<file path="src/rtl/fetch_stage_pkg.sv">
`default_nettype none
// ============================================================================
// Module   : fetch_stage_pkg
// Brief    : Shared fetch-stage constants, opcode values and state encoding.
// Revision : 1.0 - initial release
// ============================================================================
package fetch_stage_pkg;

  localparam int I_SIZE = 32;
  localparam int PC_W   = 16;

  localparam logic [6:0] OPC_JMP = 7'h0E;
  localparam logic [6:0] OPC_JAL = 7'h0F;

  localparam logic [1:0] ST_IDLE  = 2'd0;
  localparam logic [1:0] ST_FETCH = 2'd1;
  localparam logic [1:0] ST_HOLD  = 2'd2;
  localparam logic [1:0] ST_DROP  = 2'd3;

  typedef enum logic [1:0] {
    S_IDLE  = ST_IDLE,
    S_FETCH = ST_FETCH,
    S_HOLD  = ST_HOLD,
    S_DROP  = ST_DROP
  } state_t;

endpackage
`default_nettype wire

</file>
<file path="src/rtl/fetch_stage_branch_predict.sv">
`default_nettype none
// ============================================================================
// Module   : branch_predict
// Brief    : Static jump predictor; only elaborated when BRANCH_PRED_EN is set.
// Revision : 1.0 - initial release
// ============================================================================
`ifdef BRANCH_PRED_EN
module branch_predict
  import fetch_stage_pkg::*;
(
  input  logic [I_SIZE-1:0] i_instr,
  input  logic [PC_W-1:0]   i_pc,
  output logic              o_taken,
  output logic [PC_W-1:0]   o_next_pc
);

  logic [6:0]      w_opc;
  logic [3:0]      w_cond;
  logic [PC_W-1:0] w_imm;
  logic            w_unused;

  assign w_opc    = i_instr[6:0];
  assign w_cond   = i_instr[10:7];
  assign w_imm    = i_instr[31:16];
  assign w_unused = ^i_instr[15:11];

  // Conditional jumps are guessed taken only when they point backwards (loops).
  always_comb begin
    o_taken = 1'b0;
    if (w_opc == OPC_JAL) begin
      o_taken = 1'b1;
    end else if (w_opc == OPC_JMP) begin
      o_taken = (w_cond == 4'd0) || (w_imm < i_pc);
    end
  end

  assign o_next_pc = o_taken ? w_imm : i_pc + 16'd1;

endmodule
`endif
`default_nettype wire

</file>
<file path="src/rtl/fetch_stage.sv">
`default_nettype none
// ============================================================================
// Module   : fetch_stage
// Brief    : Instruction fetch with decode handshake, flush redirect and
//            optional static jump prediction (macro BRANCH_PRED_EN).
// Revision : 1.0 - initial release
// ============================================================================
module fetch_stage
  import fetch_stage_pkg::*;
#(
  parameter logic [15:0] RESET_PC = 16'h0000
)
(
  input  logic        i_clk,
  input  logic        i_rst_n,
  output logic        o_mem_req,
  output logic [15:0] o_mem_addr,
  input  logic        i_mem_ack,
  input  logic [31:0] i_mem_data,
  input  logic        i_next_ready,
  output logic        o_submit,
  output logic [15:0] o_instr_l,
  output logic [15:0] o_imm_pass,
  output logic        o_jmp_pred_pass,
  input  logic        i_flush,
  input  logic [15:0] i_flush_pc
);

  state_t            r_state;
  logic [PC_W-1:0]   r_pc;
  logic [PC_W-1:0]   r_addr;
  logic [I_SIZE-1:0] r_buf;
  logic              r_submit;
  logic [15:0]       r_instr_l;
  logic [15:0]       r_imm;
  logic              r_pred;

  logic [I_SIZE-1:0] w_instr;
  logic              w_taken;
  logic [PC_W-1:0]   w_next_pc;

  assign w_instr = (r_state == S_HOLD) ? r_buf : i_mem_data;

`ifdef BRANCH_PRED_EN
  branch_predict u_branch_predict (
    .i_instr   (w_instr),
    .i_pc      (r_pc),
    .o_taken   (w_taken),
    .o_next_pc (w_next_pc)
  );
`else
  assign w_taken   = 1'b0;
  assign w_next_pc = r_pc + 16'd1;
`endif

  // r_addr normally tracks r_pc; it diverges only in S_DROP, where the
  // abandoned request must keep its address until memory acknowledges it.
  always_ff @(posedge i_clk or negedge i_rst_n) begin
    if (!i_rst_n) begin
      r_state   <= S_IDLE;
      r_pc      <= RESET_PC;
      r_addr    <= RESET_PC;
      r_buf     <= '0;
      r_submit  <= 1'b0;
      r_instr_l <= 16'h0000;
      r_imm     <= 16'h0000;
      r_pred    <= 1'b0;
    end else begin
      r_submit <= 1'b0;
      case (r_state)
        S_IDLE: begin
          r_state <= S_FETCH;
        end
        S_FETCH: begin
          if (i_flush) begin
            r_pc <= i_flush_pc;
            if (i_mem_ack) begin
              r_addr <= i_flush_pc;
            end else begin
              r_state <= S_DROP;
            end
          end else if (i_mem_ack) begin
            if (i_next_ready) begin
              r_submit  <= 1'b1;
              r_instr_l <= w_instr[15:0];
              r_imm     <= w_instr[31:16];
              r_pred    <= w_taken;
              r_pc      <= w_next_pc;
              r_addr    <= w_next_pc;
            end else begin
              r_buf   <= i_mem_data;
              r_state <= S_HOLD;
            end
          end
        end
        S_HOLD: begin
          if (i_flush) begin
            r_pc    <= i_flush_pc;
            r_addr  <= i_flush_pc;
            r_state <= S_FETCH;
          end else if (i_next_ready) begin
            r_submit  <= 1'b1;
            r_instr_l <= w_instr[15:0];
            r_imm     <= w_instr[31:16];
            r_pred    <= w_taken;
            r_pc      <= w_next_pc;
            r_addr    <= w_next_pc;
            r_state   <= S_FETCH;
          end
        end
        S_DROP: begin
          // A flush here re-targets the PC; a completing ack re-issues at it,
          // still under drop since the state is retained.
          if (i_flush) begin
            r_pc <= i_flush_pc;
            if (i_mem_ack) begin
              r_addr <= i_flush_pc;
            end
          end else if (i_mem_ack) begin
            r_addr  <= r_pc;
            r_state <= S_FETCH;
          end
        end
        default: begin
          r_state <= S_IDLE;
        end
      endcase
    end
  end

  assign o_mem_req       = (r_state == S_FETCH) || (r_state == S_DROP);
  assign o_mem_addr      = r_addr;
  assign o_submit        = r_submit;
  assign o_instr_l       = r_instr_l;
  assign o_imm_pass      = r_imm;
  assign o_jmp_pred_pass = r_pred;

endmodule
`default_nettype wire

</file>
<file path="config.mk">
export PLATFORM = sky130hd
export DESIGN_NAME = fetch_stage
export DESIGN_NICKNAME = d
export VERILOG_FILES = /design/src/rtl/fetch_stage_pkg.sv /design/src/rtl/fetch_stage_branch_predict.sv /design/src/rtl/fetch_stage.sv
export SDC_FILE = /design/constraint.sdc
export NUM_CORES = 1
export LEC_CHECK = 0
export CORE_MARGIN = 1.5
export CORE_UTILIZATION = 30
export CTS_CLUSTER_SIZE = 8
export DETAILED_ROUTE_END_ITERATION = 8
export GPL_ROUTABILITY_DRIVEN = 0
export GPL_TIMING_DRIVEN = 0
export PLACE_DENSITY = 0.52
export SLEW_MARGIN = 20
export SYNTH_ARGS = -nofsm -noshare
export SYNTH_HDL_FRONTEND = slang
export SYNTH_HIERARCHICAL = 1
export SYNTH_SLANG_ARGS = --single-unit
</file>
<file path="constraint.sdc">
create_clock -name i_clk -period 5.6 [get_ports i_clk]
set_clock_uncertainty 0.15 [all_clocks]
set_input_delay 1.12 -clock i_clk [delete_from_list [all_inputs] [get_ports i_clk]]
set_output_delay 1.12 -clock i_clk [all_outputs]
set_load 0.05 [all_outputs]
</file>
# Word level (Yosys, flattened, before mapping)
# Cells that the tools add are included.
# totals
out_inout_bits,51
in_bits,53
register_bits,100
wordCells,78
# classes
eq_ne,14
muxes,44
bitwise,2
add_sub_neg,1
reduce_logical,9
# op_table
op,n
2-to-1 mux 16 bit,20
case mux 16 bit (3 select lines),2
case mux 16 bit (2 select lines),2
2-to-1 mux 32 bit,1
"adder 16 x 1 -> 16 bit, second input constant",1
2-to-1 mux 2 bit,8
"!= test 3 bit, second input constant",5
"!= test 2 bit, second input constant",6
2-to-1 mux 1 bit,8
case mux 2 bit (4 select lines),1
AND reduction 4 bit,2
AND reduction 3 bit,2
AND reduction 6 bit,1
"== test 2 bit, second input constant",2
case mux 1 bit (2 select lines),2
nonzero test 3 bit,1
"== test 2 x 1 -> 1 bit, second input constant",1
zero test 2 bit,1
inverter 1 bit,2
nonzero test 2 bit,1
logical OR 1 bit,1

# Longest topological paths before layout
# Gate-level depths: netlist of run 1.
# depth
word_depth,6
ltp_mapped,9
mapped_depth_nobuf,7

# Worst setup path after synthesis of run 1
# No wires, ideal clock.
# synth_path
kind,in2reg
startpoint,in i_mem_ack
endpoint,reg r_buf[10]
n_path_buf,2
setup_time_ns,0.125
path_slack_ns,2.979
arrival_ns,2.346
cell_stages,5
cell_sequence,buf_2 nand2_1 nor3_1 buf_2 mux2_2
# synth_between
elab_chain_cells,1
# synth_lines
item,line_no,rtl
from (decl),fetch_stage.sv:18,"input logic i_mem_ack,"
AND reduction 4 bit (no line),--,
to (signal assigned),fetch_stage.sv:91,r_buf <= i_mem_data;
to (decl),fetch_stage.sv:32,logic [I_SIZE-1:0] r_buf;
# Every way passes these cells.
# A chain may end at the register's enable or synchronous reset.

# Final worst setup path of run 1
# layout_path
startpoint,reg r_state[0]
endpoint,out o_mem_req
# layout_between
elab_chain_cells,2
# layout_lines
item,line_no,rtl
from (decl),fetch_stage.sv:29,state_t r_state;
from (signal assigned),fetch_stage.sv:60,r_state <= S_IDLE;
from (signal assigned),fetch_stage.sv:72,r_state <= S_FETCH;
from (signal assigned),fetch_stage.sv:80,r_state <= S_DROP;
== test 2 x 1 -> 1 bit or == test 2 bit (tied branches),fetch_stage.sv:131,assign o_mem_req = (r_state == S_FETCH) || (r_state == S_DROP);
logical OR 1 bit (*),fetch_stage.sv:131,
to (decl),fetch_stage.sv:16,"output logic o_mem_req,"
# Mark *: on every way between the ends. The rest lies on a longest branch, timed or not.

==> results of run 1 <==
routing by layer:
layer  global-route usage, %  wire length, um  part of all wire [%]
met5                       0                0                     0
met2                    30.8             8460                    44
met1                    24.5             8020                    42
met3                    6.79             1970                    10
met4                    8.55              711                   3.7
synth_stat cells, types with 8 or more instances:
cell,count,area (um2)
mux2i_1,48,480
nand3_1,11,55.1
o22ai_1,9,56.3
buf_2,9,45.0
nand2_1,45,169
o21ai_0,31,155
a31oi_1,15,93.8
a21oi_1,66,330
inv_1,10,37.5
clkbuf_1,16,60.1
a2bb2oi_1,8,70.1
nor2_1,70,263
mux2_2,35,394
dfrtp_1,99,2480
state kept, by name, indices dropped and copies added (netlist names):
register and cells:
o_imm_pass 16, o_instr_l 16, o_mem_addr 16, o_submit 1
r_buf 32, r_pc 16, r_state 2
worst max-delay path: stages (launching register included):
cell and delay [ns]:
dfrtp_1 0.46, ha_1 0.30, buf_6 0.16, buf_6 0.15
or2_2 0.29, clkdlybuf4s50_1 0.71
logic make-up (layout without fill, tap and decap cells):
kind of cell	after synthesis	count (layout)
AOI/OAI and AO/OA	178	178
xor gates and xnor gates	7	7
adders and majority gates	5	5
buffers and inverters	56	174
DFF	99	99
muxes	83	83
other	1	2
and+or+nand+nor	172	172
power groups by stage:
stage	Sequential [mW]	Combinational, mW	Clock (mW)
floorplan	1.90	1.03	0
global placement	1.36	2.35	0
detailed placement	1.37	2.37	0
CTS	1.36	2.38	0.670
global route	1.42	2.54	0.699
finish	1.37	2.39	0.656
how the worst max path moves through the flow:
| stage | from | endpoint | cells past startpoint |
|---|---|---|---|
| after global routing | r_state[0] | o_mem_req | 5 |
| after detailed placement | i_flush | r_pc[3] | 6 |
| after floorplan | i_mem_ack | r_buf[10] | 5 |
| final | r_state[0] | o_mem_req | 5 |
| after CTS | r_state[0] | o_mem_req | 5 |
| after global placement | i_rst_n | o_instr_l[10] | 1 |
final cells by class:
| class | instances | area [um2] |
|---|---|---|
| inverter | 10 | 37.5 |
| timing repair buffer | 102 | 1040 |
| tap | 234 | 293 |
| buffer | 46 | 263 |
| fill | 1877 | 11400 |
| clock buffer | 9 | 225 |
| multi-input combinational | 446 | 2930 |
| clock inverter | 7 | 82.6 |
| antenna | 1 | 2.50 |
| sequential | 99 | 2480 |
per-stage QoR:
stage / TNS, ns / cell area [um2] / cells
3_3_place_gp: -65.57 / 7010 / 936
3_5_place_dp: 0 / 7040 / 937
6_report: 0 / 7350 / 954
4_1_cts: 0 / 7350 / 953
5_1_grt: 0 / 7350 / 953
2_1_floorplan: 0 / 5710 / 601
==> metrics.txt, run 1 <==
Ys Warns 6; Setup violations, final 0; Tot Pwr 4.41 mW; CTS root buffer clkbuf_16; Post-synth ARST share 100%; initial core utilization between 30 and 40%; crit path DAT 2.45 ns; Distinct cells, synth 59; vias in the first global route 5,429; sequential share of power a little under a third; Pint around 2.3 mW; RSZ-0062 raised after global routing false; CTS buffer count 9; XOR/XNOR Fraction of Synth Area 1.07%; final hold violation count 0; type of element launching the critical path flop; Max-Cap Viols 0; fin util 39.3%; crit-path max FO 10; H-tree lvl count 3; syn_area_per_cell 9.49 um2; Die Height 141 um; dominant synthesized flop cell dfrtp_1; mean number of vias per cell 5.55; Die ar. between 15,000 and 20,000 um2; post-synth net total 659; DR DRC count 0; CTS Hold Buffers Added 0; most common cell after layout, fill and taps aside clkdlybuf4s50_1; Hold Path End r_buf[2]; share of cells above drive strength 1 12.5%; DR iter-0 viols between 400 and 500; worst setup path category reg -> out; initial antenna violation count 0; Pleak 2.86 nW; Critical Path Sink Type primary output; max-slew violations 0; DR WL/cell 20.1 um; Hold Startpoint r_buf[2]; Clk pwr share between 10% and 20%; pre-CTS WS ~1.9 ns; complex-gate fraction of the synthesized area between 15 and 20%; mux contribution to synthesized area 15.3%; post-synthesis adder-cell area fraction roughly 1.1%; switching power approximately 2.1 mW; synthesized instance count between 600 and 700; Synth Area in Simple Gates 14.3%; Detailed Route WL 19,200 um; Final #Nets 772; Area growth syn-to-layout 28.8%; grt total ovfl 0; Max Fclk roughly 0.27 GHz; clock transition at the registers of the reported paths 0.08 ns; largest family of logic cells by synthesized area compound AO/OA/AOI/OAI gates; min Tclk post-route 3.72 ns; largest net degree at the start of global routing 63; setup bufs post-CTS 0; clock tree from TritonCTS yes; most frequent cells in the layout clkdlybuf4s50_1 (100), dfrtp_1 (99), nor2_1 (70); relative slew slack about a third; HP Class reg -> reg; Logic pwr share 54.1%; worst slew pin tran 0.972 ns; Post-synth EDFFs 0; first-pass GRT wire length 30,000 um; status finished clean; row count 50; PwrDens 601 nW/um2; core area 18,700 um2; Final ANT Viol Nets 0; Detail Placement HPWL 13,400 um; clock buffer depth 2; die width 141 um; First-pass DRT Iterations 5; Reg2Reg Depth 6; clk sinks 99; hold path depth 1; period utilization 66.5%; Sw Ratio 48.1%; peak supply drop 0.391 mV; DR vias 5,293; Data required, critical path 4.33 ns; end of the worst register-to-register path r_pc[3]; Reg2Reg Setup Slack between 2 and 3 ns; Critical R2R Launch r_state[0]; Port Buf Inserts 101; sequential area share after synthesis between 40 and 50%; GR Util All Layers between 15 and 20%; post-cts sizing count 0; IO Count between 100 and 150; final hold slack ~0.36 ns; setup ws final 1.88 ns; post-synthesis instance area approximately 5700 um2; clk_lat worst skew 0.37 ns; Yosys reg bits 99
(Power assumes the default switching activity.)
==> run 2: changes to the inputs <==
==> constraint.sdc (replaced) <==
create_clock -name i_clk -period 3.75 [get_ports i_clk]
set_clock_uncertainty 0.15 [all_clocks]
set_input_delay 0.75 -clock i_clk [delete_from_list [all_inputs] [get_ports i_clk]]
set_output_delay 0.75 -clock i_clk [all_outputs]
set_load 0.05 [all_outputs]
==> results of run 2 <==
The final DEF is identical to that of run 1. Status: finished clean.
Among the figures that moved: setup slack after placement 1.93 ns -> 0.450 ns; setup slack after layout 1.88 ns -> 0.396 ns; hold slack 0.360 ns -> 0.130 ns; register-to-register setup slack 2.74 ns -> 0.89 ns; total power 4.41 mW -> 6.59 mW; worst IR drop on VDD 0.391 mV -> 0.583 mV
==> run 3: changes to the inputs <==
--- a/config.mk
+++ b/config.mk
@@ -7,6 +7,7 @@
 export LEC_CHECK = 0
 export CORE_MARGIN = 1.5
 export CORE_UTILIZATION = 30
+export CTS_BUF_LIST = sky130_fd_sc_hd__clkbuf_2 sky130_fd_sc_hd__clkbuf_4 sky130_fd_sc_hd__clkbuf_8
 export CTS_CLUSTER_SIZE = 8
 export DETAILED_ROUTE_END_ITERATION = 8
 export GPL_ROUTABILITY_DRIVEN = 0
==> constraint.sdc (replaced) <==
create_clock -name i_clk -period 3.8 [get_ports i_clk]
set_clock_uncertainty 0.15 [all_clocks]
set_input_delay 0.76 -clock i_clk [delete_from_list [all_inputs] [get_ports i_clk]]
set_output_delay 0.76 -clock i_clk [all_outputs]
set_load 0.05 [all_outputs]
==> run 3 against run 2 <==
Combinational power is 1% lower. Register-to-register slack better by 0.07 ns. Sequential power hardly changed. Via count is 0.87% higher. Flip-flop and latch count stayed put. Clock power is 26% lower. Critical path depth stayed put. Non-clock buffer count stayed put. Core utilization is 0.54 points lower. Final area is 1.4% lower. Die area stayed put. Sequential share of layout area is 0.47 points higher.
==> metrics.txt, run 3 (synthesized netlist as in run 1, its figures left out) <==
pre-CTS WS 0.490 ns; initial core utilization 30.5%; RSZ-0062 raised after global routing false; initial antenna violation count 0; crit path DAT 2.50 ns; Largest register FFs 32; Max Fclk approximately 0.29 GHz; max-slew violations 0; Biggest register r_buf; Port Buf Inserts 101; min Tclk post-route 3.41 ns; row count 50; Critical Path Sink Type primary output; DR DRC count 0; relative slew slack a little over a third; CTS Hold Buffers Added 0; Final #Nets 772; fin util 38.7%; first-pass GRT wire length 30,000 um; Reg2Reg Depth 6; clock transition at the registers of the reported paths 0.12 ns; clk sinks 99; worst setup path category reg -> out; grt total ovfl 0; peak supply drop 0.496 mV; type of element launching the critical path flop; DR iter-0 viols 447; final hold violation count 0; Detail Placement HPWL 13,400 um; GR Util All Layers 19.7%; Reg2Reg Setup Slack 0.96 ns; dpl cell area 7040 um2; clock buffer depth 2; clock tree from TritonCTS yes; H-tree lvl count 3; Critical R2R Launch r_state[0]; IO Count 104; most common cell after layout, fill and taps aside clkdlybuf4s50_1; DR vias roughly 5,300; Die Height 141 um; status finished clean; Die ar. 19,900 um2; period utilization 89.7%; Tot Pwr about 6.3 mW; CTS buffer count 9; crit-path max FO 10; post-route cell area 7250 um2; Max-Cap Viols 0; PwrDens 865 nW/um2; vias in the first global route 5,411; setup tns final 0 ns; most frequent cells in the layout clkdlybuf4s50_1 (100), dfrtp_1 (99), nor2_1 (70); Setup violations, final 0; Area growth syn-to-layout 27.0%; core area 18,700 um2; end of the worst register-to-register path r_pc[3]; post-cts sizing count 0; share of cells above drive strength 1 12.5%; clk_lat worst skew approximately 0.40 ns; DR WL/cell 20.2 um; setup ws final approximately 0.39 ns; Pleak between 2 and 3 nW; Data required, critical path 2.89 ns; worst slew pin tran approximately 0.97 ns; First-pass DRT Iterations 8; CTS root buffer clkbuf_8; setup bufs post-CTS 0; die width 141 um; largest net degree at the start of global routing 63; Detailed Route WL 19,300 um; Final ANT Viol Nets 0; HP Class in -> async; mean number of vias per cell 5.60
## run 3: layout make-up
cell class,count,area [um2]
inverter,10,37.5
antenna,1,2.50
timing repair buffer,102,1040
tap,234,293
fill,1890,11500
buffer,46,263
clock inverter,7,82.6
clock buffer,9,124
multi-input combinational,446,2930
sequential,99,2480
## run 3: critical path, stage by stage (launching register included)
cell and delay [ns]:
dfrtp_1 0.47, ha_1 0.29, buf_6 0.17, buf_6 0.15
or2_2 0.29, clkdlybuf4s50_1 0.71
## run 3: through the flow
stage / hold slack [ns] / instances
6_report: 0.0898 / 954
5_1_grt: 0.0992 / 953
4_1_cts: 0.102 / 953
3_5_place_dp: 0.346 / 937
3_3_place_gp: 0.339 / 936
2_1_floorplan: 0.314 / 601
## run 3: worst max path at each step
stage	startpoint	endpoint	slack [ns]	cells past startpoint
floorplan	i_mem_ack	r_buf[10]	1.54	5
global placement	i_rst_n	o_instr_l[10]	-2.11	1
detailed placement	i_flush	r_pc[3]	0.49	6
CTS	r_state[0]	o_mem_req	0.37	5
global route	r_state[0]	o_mem_req	0.33	5
finish	r_state[0]	o_mem_req	0.39	5
## run 3: layer usage
layer  vias to the layer above  global-route usage [%]  wire, um
li1                       2411                       -         -
met1                      2580                    24.8      8090
met2                       289                    30.8      8670
met3                        59                    6.69      1830
met4                         0                    8.50       655
met5                         -                       0         0
## run 3: report_power, final
part	internal, mW	switching [mW]
Sequential	1.57	0.448
Clock	0.264	0.463
Combinational	1.33	2.19
